==> src/rtl/multiexp_kernel_ctrl.sv <==
// Kernel-level control sequencer for the multiexp accelerator: host start/idle/ready/done
// handshake (ap_ctrl_hs or ap_ctrl_chain), argument latching and per-channel byte counts.
module multiexp_kernel_ctrl #(
    parameter int                        NUM_RD_CH     = 2,
    parameter int                        NUM_DONE      = 1,
    parameter logic [32*NUM_RD_CH-1:0]   RD_ELEM_BYTES = {32'd32, 32'd64},
    parameter int                        XFER_W        = 64,
    parameter bit                        CTRL_CHAIN    = 1'b1
) (
    input  logic                          ap_clk,
    input  logic                          ap_rst_n,
    input  logic                          ap_start,
    input  logic                          ap_continue,
    output logic                          ap_idle,
    output logic                          ap_ready,
    output logic                          ap_done,
    input  logic [63:0]                   num_in,
    input  logic [64*NUM_RD_CH-1:0]       base_addr,
    output logic                          o_start,
    output logic [63:0]                   o_num_in,
    output logic [64*NUM_RD_CH-1:0]       o_addr,
    output logic [XFER_W*NUM_RD_CH-1:0]   o_xfer_bytes,
    input  logic [NUM_DONE-1:0]           i_done,
    output logic                          o_err,
    output logic [31:0]                   o_busy_cycles
);

    localparam int PROD_W = 96;

    typedef enum logic [2:0] {
        S_IDLE,
        S_LATCH,
        S_START,
        S_RUN,
        S_DONE
    } state_t;

    state_t                        state;
    state_t                        state_nx;
    logic [1:0]                    rst_sync;
    logic                          rst_n;
    logic [NUM_DONE-1:0]           done_sticky;
    logic                          done_all;
    logic                          any_ovf;
    logic                          num_zero;
    logic [PROD_W-1:0]             prod [NUM_RD_CH];
    logic [XFER_W*NUM_RD_CH-1:0]   xfer_nx;

    function automatic logic [31:0] sat_inc(input logic [31:0] v);
        return (&v) ? v : v + 32'd1;
    endfunction

    // Reset asserts immediately but releases two clocks after ap_rst_n rises.
    always_ff @(posedge ap_clk or negedge ap_rst_n) begin
        if (!ap_rst_n) begin
            rst_sync <= 2'b00;
        end else begin
            rst_sync <= {rst_sync[0], 1'b1};
        end
    end

    assign rst_n = rst_sync[1];

    // Byte counts are formed from the already-latched element count during LATCH.
    always_comb begin
        any_ovf = 1'b0;
        xfer_nx = '0;
        for (int k = 0; k < NUM_RD_CH; k++) begin
            prod[k] = PROD_W'(o_num_in) * PROD_W'(RD_ELEM_BYTES[32*k +: 32]);
            xfer_nx[XFER_W*k +: XFER_W] = prod[k][XFER_W-1:0];
            for (int b = 0; b < PROD_W; b++) begin
                if (b >= XFER_W && prod[k][b]) begin
                    any_ovf = 1'b1;
                end
            end
        end
    end

    assign num_zero = (o_num_in == 64'd0);
    assign done_all = &(done_sticky | i_done);

    always_comb begin
        state_nx = state;
        case (state)
            S_IDLE:  if (ap_start) state_nx = S_LATCH;
            S_LATCH: state_nx = (any_ovf || num_zero) ? S_DONE : S_START;
            S_START,
            S_RUN:   state_nx = done_all ? S_DONE : S_RUN;
            S_DONE:  if (!CTRL_CHAIN || ap_continue) state_nx = S_IDLE;
            default: state_nx = S_IDLE;
        endcase
    end

    // Handshake outputs are registered copies of the state being entered.
    always_ff @(posedge ap_clk or negedge rst_n) begin
        if (!rst_n) begin
            state    <= S_IDLE;
            ap_idle  <= 1'b1;
            ap_ready <= 1'b0;
            ap_done  <= 1'b0;
            o_start  <= 1'b0;
        end else begin
            state    <= state_nx;
            ap_idle  <= (state_nx == S_IDLE);
            ap_ready <= (state == S_LATCH);
            ap_done  <= (state_nx == S_DONE);
            o_start  <= (state_nx == S_START);
        end
    end

    always_ff @(posedge ap_clk or negedge rst_n) begin
        if (!rst_n) begin
            o_num_in      <= '0;
            o_addr        <= '0;
            o_xfer_bytes  <= '0;
            o_err         <= 1'b0;
            o_busy_cycles <= '0;
            done_sticky   <= '0;
        end else begin
            case (state)
                S_IDLE: begin
                    if (ap_start) begin
                        o_num_in      <= num_in;
                        o_addr        <= base_addr;
                        o_err         <= 1'b0;
                        o_busy_cycles <= '0;
                        done_sticky   <= '0;
                    end
                end
                S_LATCH: begin
                    o_xfer_bytes <= xfer_nx;
                    o_err        <= any_ovf;
                end
                S_START,
                S_RUN: begin
                    done_sticky   <= done_sticky | i_done;
                    o_busy_cycles <= sat_inc(o_busy_cycles);
                end
                default: begin
                end
            endcase
        end
    end

endmodule

==> config.mk <==
export PLATFORM = sky130hd
export DESIGN_NAME = multiexp_kernel_ctrl
export DESIGN_NICKNAME = d
export VERILOG_FILES = /design/src/rtl/multiexp_kernel_ctrl.sv
export SDC_FILE = /design/constraint.sdc
export NUM_CORES = 1
export LEC_CHECK = 0
export BUFFER_PORTS_ARGS = -buffer_cell sky130_fd_sc_hd__buf_2
export CAP_MARGIN = 20
export CORE_AREA = 3 3 215 217
export CTS_CLUSTER_SIZE = 10
export DETAILED_ROUTE_END_ITERATION = 12
export DIE_AREA = 0 0 218 220
export PLACE_DENSITY = 0.61
export SETUP_SLACK_MARGIN = 0.02
export SYNTH_ARGS = -nofsm -noshare
export SYNTH_HDL_FRONTEND = slang
export SYNTH_SLANG_ARGS = --single-unit
==> constraint.sdc <==
create_clock -name ap_clk -period 10.55 [get_ports ap_clk]
set_input_delay 1.055 -clock ap_clk [delete_from_list [all_inputs] [get_ports ap_clk]]
set_output_delay 1.055 -clock ap_clk [all_outputs]
set_load 0.01 [all_outputs]
; ---- After elaboration in Yosys (flattened, before gate mapping)
; Index checks and enable logic that the tools add are counted.
[totals]
reg_bits = 352
inputBits = 197
[classes]
addsub = 1
n_eq_ne = 8
muxes = 17
n_bitwise = 1
n_reduce_logical = 12
[ops]
columns = cell, count
row1 = zero test 64 bit, 1
row2 = 2-to-1 mux 32 bit, 2
row3 = case mux 32 bit (2 select lines), 1
row4 = "adder 32 x 1 -> 32 bit, second input constant", 1
row5 = AND reduction 32 bit, 1
row6 = 2-to-1 mux 3 bit, 4
row7 = case mux 3 bit (4 select lines), 1
row8 = "== test 3 x 2 -> 1 bit, second input constant", 3
row9 = 2-to-1 mux 1 bit, 7
row10 = "== test 3 bit, second input constant", 2
row11 = zero test 3 bit, 2
row12 = AND reduction 2 bit, 3
row13 = "!= test 2 bit, second input constant", 2
row14 = case mux 1 bit (2 select lines), 2
row15 = nonzero test 2 bit, 2
row16 = "== test 3 x 1 -> 1 bit, second input constant", 1
row17 = AND reduction 3 bit, 1
row18 = OR reduction 2 bit, 1
row19 = logical OR 1 bit, 1
row20 = OR 1 bit, 1

; ---- Longest topological paths before layout
[logic_depth]
depth_word = 10
ltp_mapped = 7
ltp_nobuf = 6

; ---- Worst setup path after synthesis
; OpenSTA, ideal clock, no wires.
[synth_timing]
path_kind = input port to flip-flop
start = input ap_start
end = register o_addr[0]
setup_ns = 0.065
arrival_time_ns = 2.090
t_required_ns = 10.485
setup_slack_ns = 8.395
path_stages = 6
path_buffers = 3
cell_sequence = and3_1 > clkbuf_1 > clkbuf_1 > clkbuf_1 > nand2_1 > nand2_1
[synth_via]
elab_chain_len = 1
[synth_rtl]
columns = item, line_no
row1 = "start, declared", 12  ; input logic ap_start,
row2 = AND reduction 2 bit (no line), --
row3 = "end signal, assigned", 124  ; o_addr <= base_addr;
row4 = "end, declared", 21  ; output logic [64*NUM_RD_CH-1:0] o_addr,
; Every way passes these cells.
; A chain may end at the register's enable or synchronous reset.

==> flow_summary_export.csv <==
group,metric,value,unit
sta,finalHoldViolations,0,
cts,cts_buffer_depth,3,
grt,grt_overflow,0,
yosys,synthAdderAreaFrac,0.1026,%
place,port_buffers,542,
detailed_routing,drt_drc_violations_left,0,
cts,clock_latency,0.52,ns
worst_setup_path,cpMostUsedCell,"buf_4",
worst_setup_path,cp.required,11.05,ns
layout,drive_gt1_share,38.64,%
worst_setup_path,critPathMaxFanout,76,
cts,cts-htree-levels,2,
floorplanning,die_h,220,µm
grt,grt_pass1_vias,10190,
cts,clock_sinks,294,
place,gp_congestion,0.8522,
layout,fillers,4548,
detailed_routing,num_vias,10420,
sta,fin_setup_tns,0,ns
cts,clk_pin_slew,0.06,ns
yosys,synth_compound_area_share,2.955,%
pwr,p_per_area,306.5,nW/µm²
sta,finalCritPeriodShare,24.07,%
worst_setup_path,setup.worst_path.end,"o_num_in[16]$_DFFE_PN0P_",
layout,utilization,36.30,%
detailed_routing,drt_iter0_drc,578,
worst_setup_path,cp_cell_sequence,"buf_4 -> buf_4",
place,dp.cells,2286,
worst_setup_path,setup.worst_path.start_class,"flip-flop",
worst_setup_path,worstReg2RegStart,"rst_sync[1]$_DFF_PN0_",
pwr,finalPower,4930,µW
yosys,synthFlopType,"dfrtp_1",
floorplanning,io_pins,554,
detailed_routing,finalWirelength,38450,µm
pwr,p_leak,0.008813,µW
detailed_routing,postRouteAntennaNets,0,
pwr,ir_drop,0.1495,mV
floorplanning,rows,77,
sta,relSlewSlack,27.68,%
sta,clock_skew,0.01303,ns
worst_setup_path,crit_cells,2,
cts,ctsResizeCount,0,
detailed_routing,via_per_inst,4.451,
detailed_routing,wire_per_inst,16.43,µm
layout,finalNonFillerCells,2341,
cts,postCtsSetupBuffers,0,
worst_setup_path,cp_slowest_stage_delay,0.85,ns
cts,hold_buffers,0,
sta,holdWs,0.3155,ns
yosys,synth_top_family_by_area,"simple AND/OR/NAND/NOR gates",
grt,grt_max_degree,103,
status,status,"finished clean",
floorplanning,start_util,27.51,%
yosys,ys_seq_area_share,60.35,%
worst_setup_path,end_kind,"asynchronous set/reset pin",
sta,worst_slew_pin_slew,1.085,ns
floorplanning,core_area,44320,µm²
yosys,synth_area_per_cell,9.700,µm²
worst_setup_path,crit_arrival,3.03,ns
worst_setup_path,worstSetupStartpoint,"rst_sync[1]$_DFF_PN0_",
place,dpl.hpwl,28090,µm
yosys,synthesis.area,12190,µm²
worst_setup_path,cp_top_family,"buffers and inverters",
yosys,syn_inst,1257,
min_path,hold_path.class,"input port to asynchronous set/reset pin",
yosys,synth-edff-count,0,
worst_setup_path,crit_path_top_delay_cell,"buf_4",
worst_setup_path,rr_endpoint,"o_num_in[16]$_DFFE_PN0P_",
grt,grt_pass1_wl,58120,µm
floorplanning,dieArea,47960,µm²
yosys,synth_cell_types,49,
yosys,ys_ff_latch,294,
yosys,async_flop_share,100.0,%
sta,period_needed,2.539,ns
worst_setup_path,reg2reg_slack,8.01,ns
layout,areaGrowthSynthToFinish,31.92,%
worst_setup_path,crit_type,"flip-flop to asynchronous set/reset pin",
worst_setup_path,crit_buf_inv,2,
run,max-cap-violations,0,
yosys,ys.warnings.count,0,
floorplanning,die_w,218,µm
sta,max_freq,393.8,MHz
cts,cts_tree,"done",
yosys,synthMuxAreaShare,5.859,%
layout,final_nets,1931,
grt,antenna_found_initial,3,
grt,grtUsageTotal,15.30,%
sta,drv_slew,0,
sta,setup_viol,0,
yosys,synth_xor_area_share,0.3592,%
worst_setup_path,reg2regPathDepth,2,
yosys,yosys.area_share.simple,23.93,%
cts,numCtsBuffers,37,
detailed_routing,firstDrtPassIters,4,
cts,clockRootBuffer,"clkbuf_16",
sta,rsz0062_at_grt,"no",
## layer usage
layer	global-route usage, %	routed length (µm)	up-vias
met3	4.399	2786	64
met5	0	13	-
met4	4.849	943	2
met2	25.33	18810	359
li1	-	-	4931
met1	19.38	15900	5063
## flip-flops by register name (all words and copies together), names as in the netlist
signal,flops
rst_sync,2
ap_idle,1
ap_done,1
o_start,1
o_addr,128
o_num_in,64
o_err,1
done_sticky,1
o_busy_cycles,32
ap_ready,1
state,3
o_xfer_bytes,59
## how the worst min path moves through the flow
stage                          startpoint                endpoint  slack [ns]  cells after the start
global route                     ap_rst_n   rst_sync[0]$_DFF_PN0_        0.27                      1
CTS                              ap_rst_n   rst_sync[0]$_DFF_PN0_        0.27                      1
floorplan           rst_sync[0]$_DFF_PN0_   rst_sync[1]$_DFF_PN0_        0.33                      0
finish                           ap_rst_n   rst_sync[1]$_DFF_PN0_        0.32                      1
global placement    rst_sync[1]$_DFF_PN0_  o_addr[58]$_DFFE_PN0P_        0.33                      0
detailed placement  rst_sync[1]$_DFF_PN0_  o_addr[94]$_DFFE_PN0P_        0.33                      0
## cell usage after synthesis, drive strengths merged, types with 11 or more instances
library cell  instances  share of area [%]
o21ai                17               0.70
or3                  11               0.56
nand4                13               0.84
a21oi                18               0.74
mux2                 59                5.4
nor2                 12               0.39
nand3                13               0.57
buf                  75                4.5
dfrtp               293                 60
nand2               604                 19
clkbuf               50                1.7
nor4                 19                1.0
## cell type report
cell class / instances / area (µm²) / area share (%)
Sequential cell: 294 / 7362 / 45.77
Multi-Input combinational cell: 843 / 4116 / 25.59
Timing Repair Buffer: 552 / 2788 / 17.33
Clock buffer: 48 / 977.2 / 6.075
Tap cell: 592 / 740.7 / 4.605
Clock inverter: 5 / 77.57 / 0.4823
Inverter: 5 / 18.77 / 0.1167
Antenna cell: 2 / 5.005 / 0.03111
## per-stage QoR
step / setup WS [ns] / area (µm²)
floorplan: 1.751 / 12230
CTS: 7.889 / 16080
finish: 8.011 / 16090
global route: 7.607 / 16090
global placement: 7.710 / 15030
detailed placement: 7.645 / 15030
## where the power goes
part           total, µW  internal (µW)  leakage (µW)  switching [µW]
Combinational       1800            733       0.00461            1070
Sequential          1980           1610       0.00369             373
Clock               1150            690      0.000511             455
## placed cells by master, fill, tap and decap left out, drive strengths merged, types with 3 or more instances in the layout
| cell | instances |
|---|---|
| a21oi | 18 |
| and2 | 4 |
| and3 | 6 |
| and4 | 4 |
| buf | 552 |
| clkbuf | 48 |
| conb | 12 |
| dfrtp | 293 |
| inv | 5 |
| mux2 | 59 |
| mux2i | 5 |
| nand2 | 604 |
| nand3 | 13 |
| nand4 | 13 |
| nor2 | 12 |
| nor3 | 7 |
| nor4 | 19 |
| o211ai | 6 |
| o21ai | 17 |
| o31ai | 9 |
| or3 | 11 |
| or4 | 7 |
| xor2 | 3 |
## logic make-up after synthesis
group,Yosys count
and+or+nand+nor,705
DFF,294
buffers and inverters,130
muxes,64
AOI/OAI and AO/OA,56
xor gates and xnor gates,5
other,2
adders and majority gates,1
(Power assumes the default switching activity.)
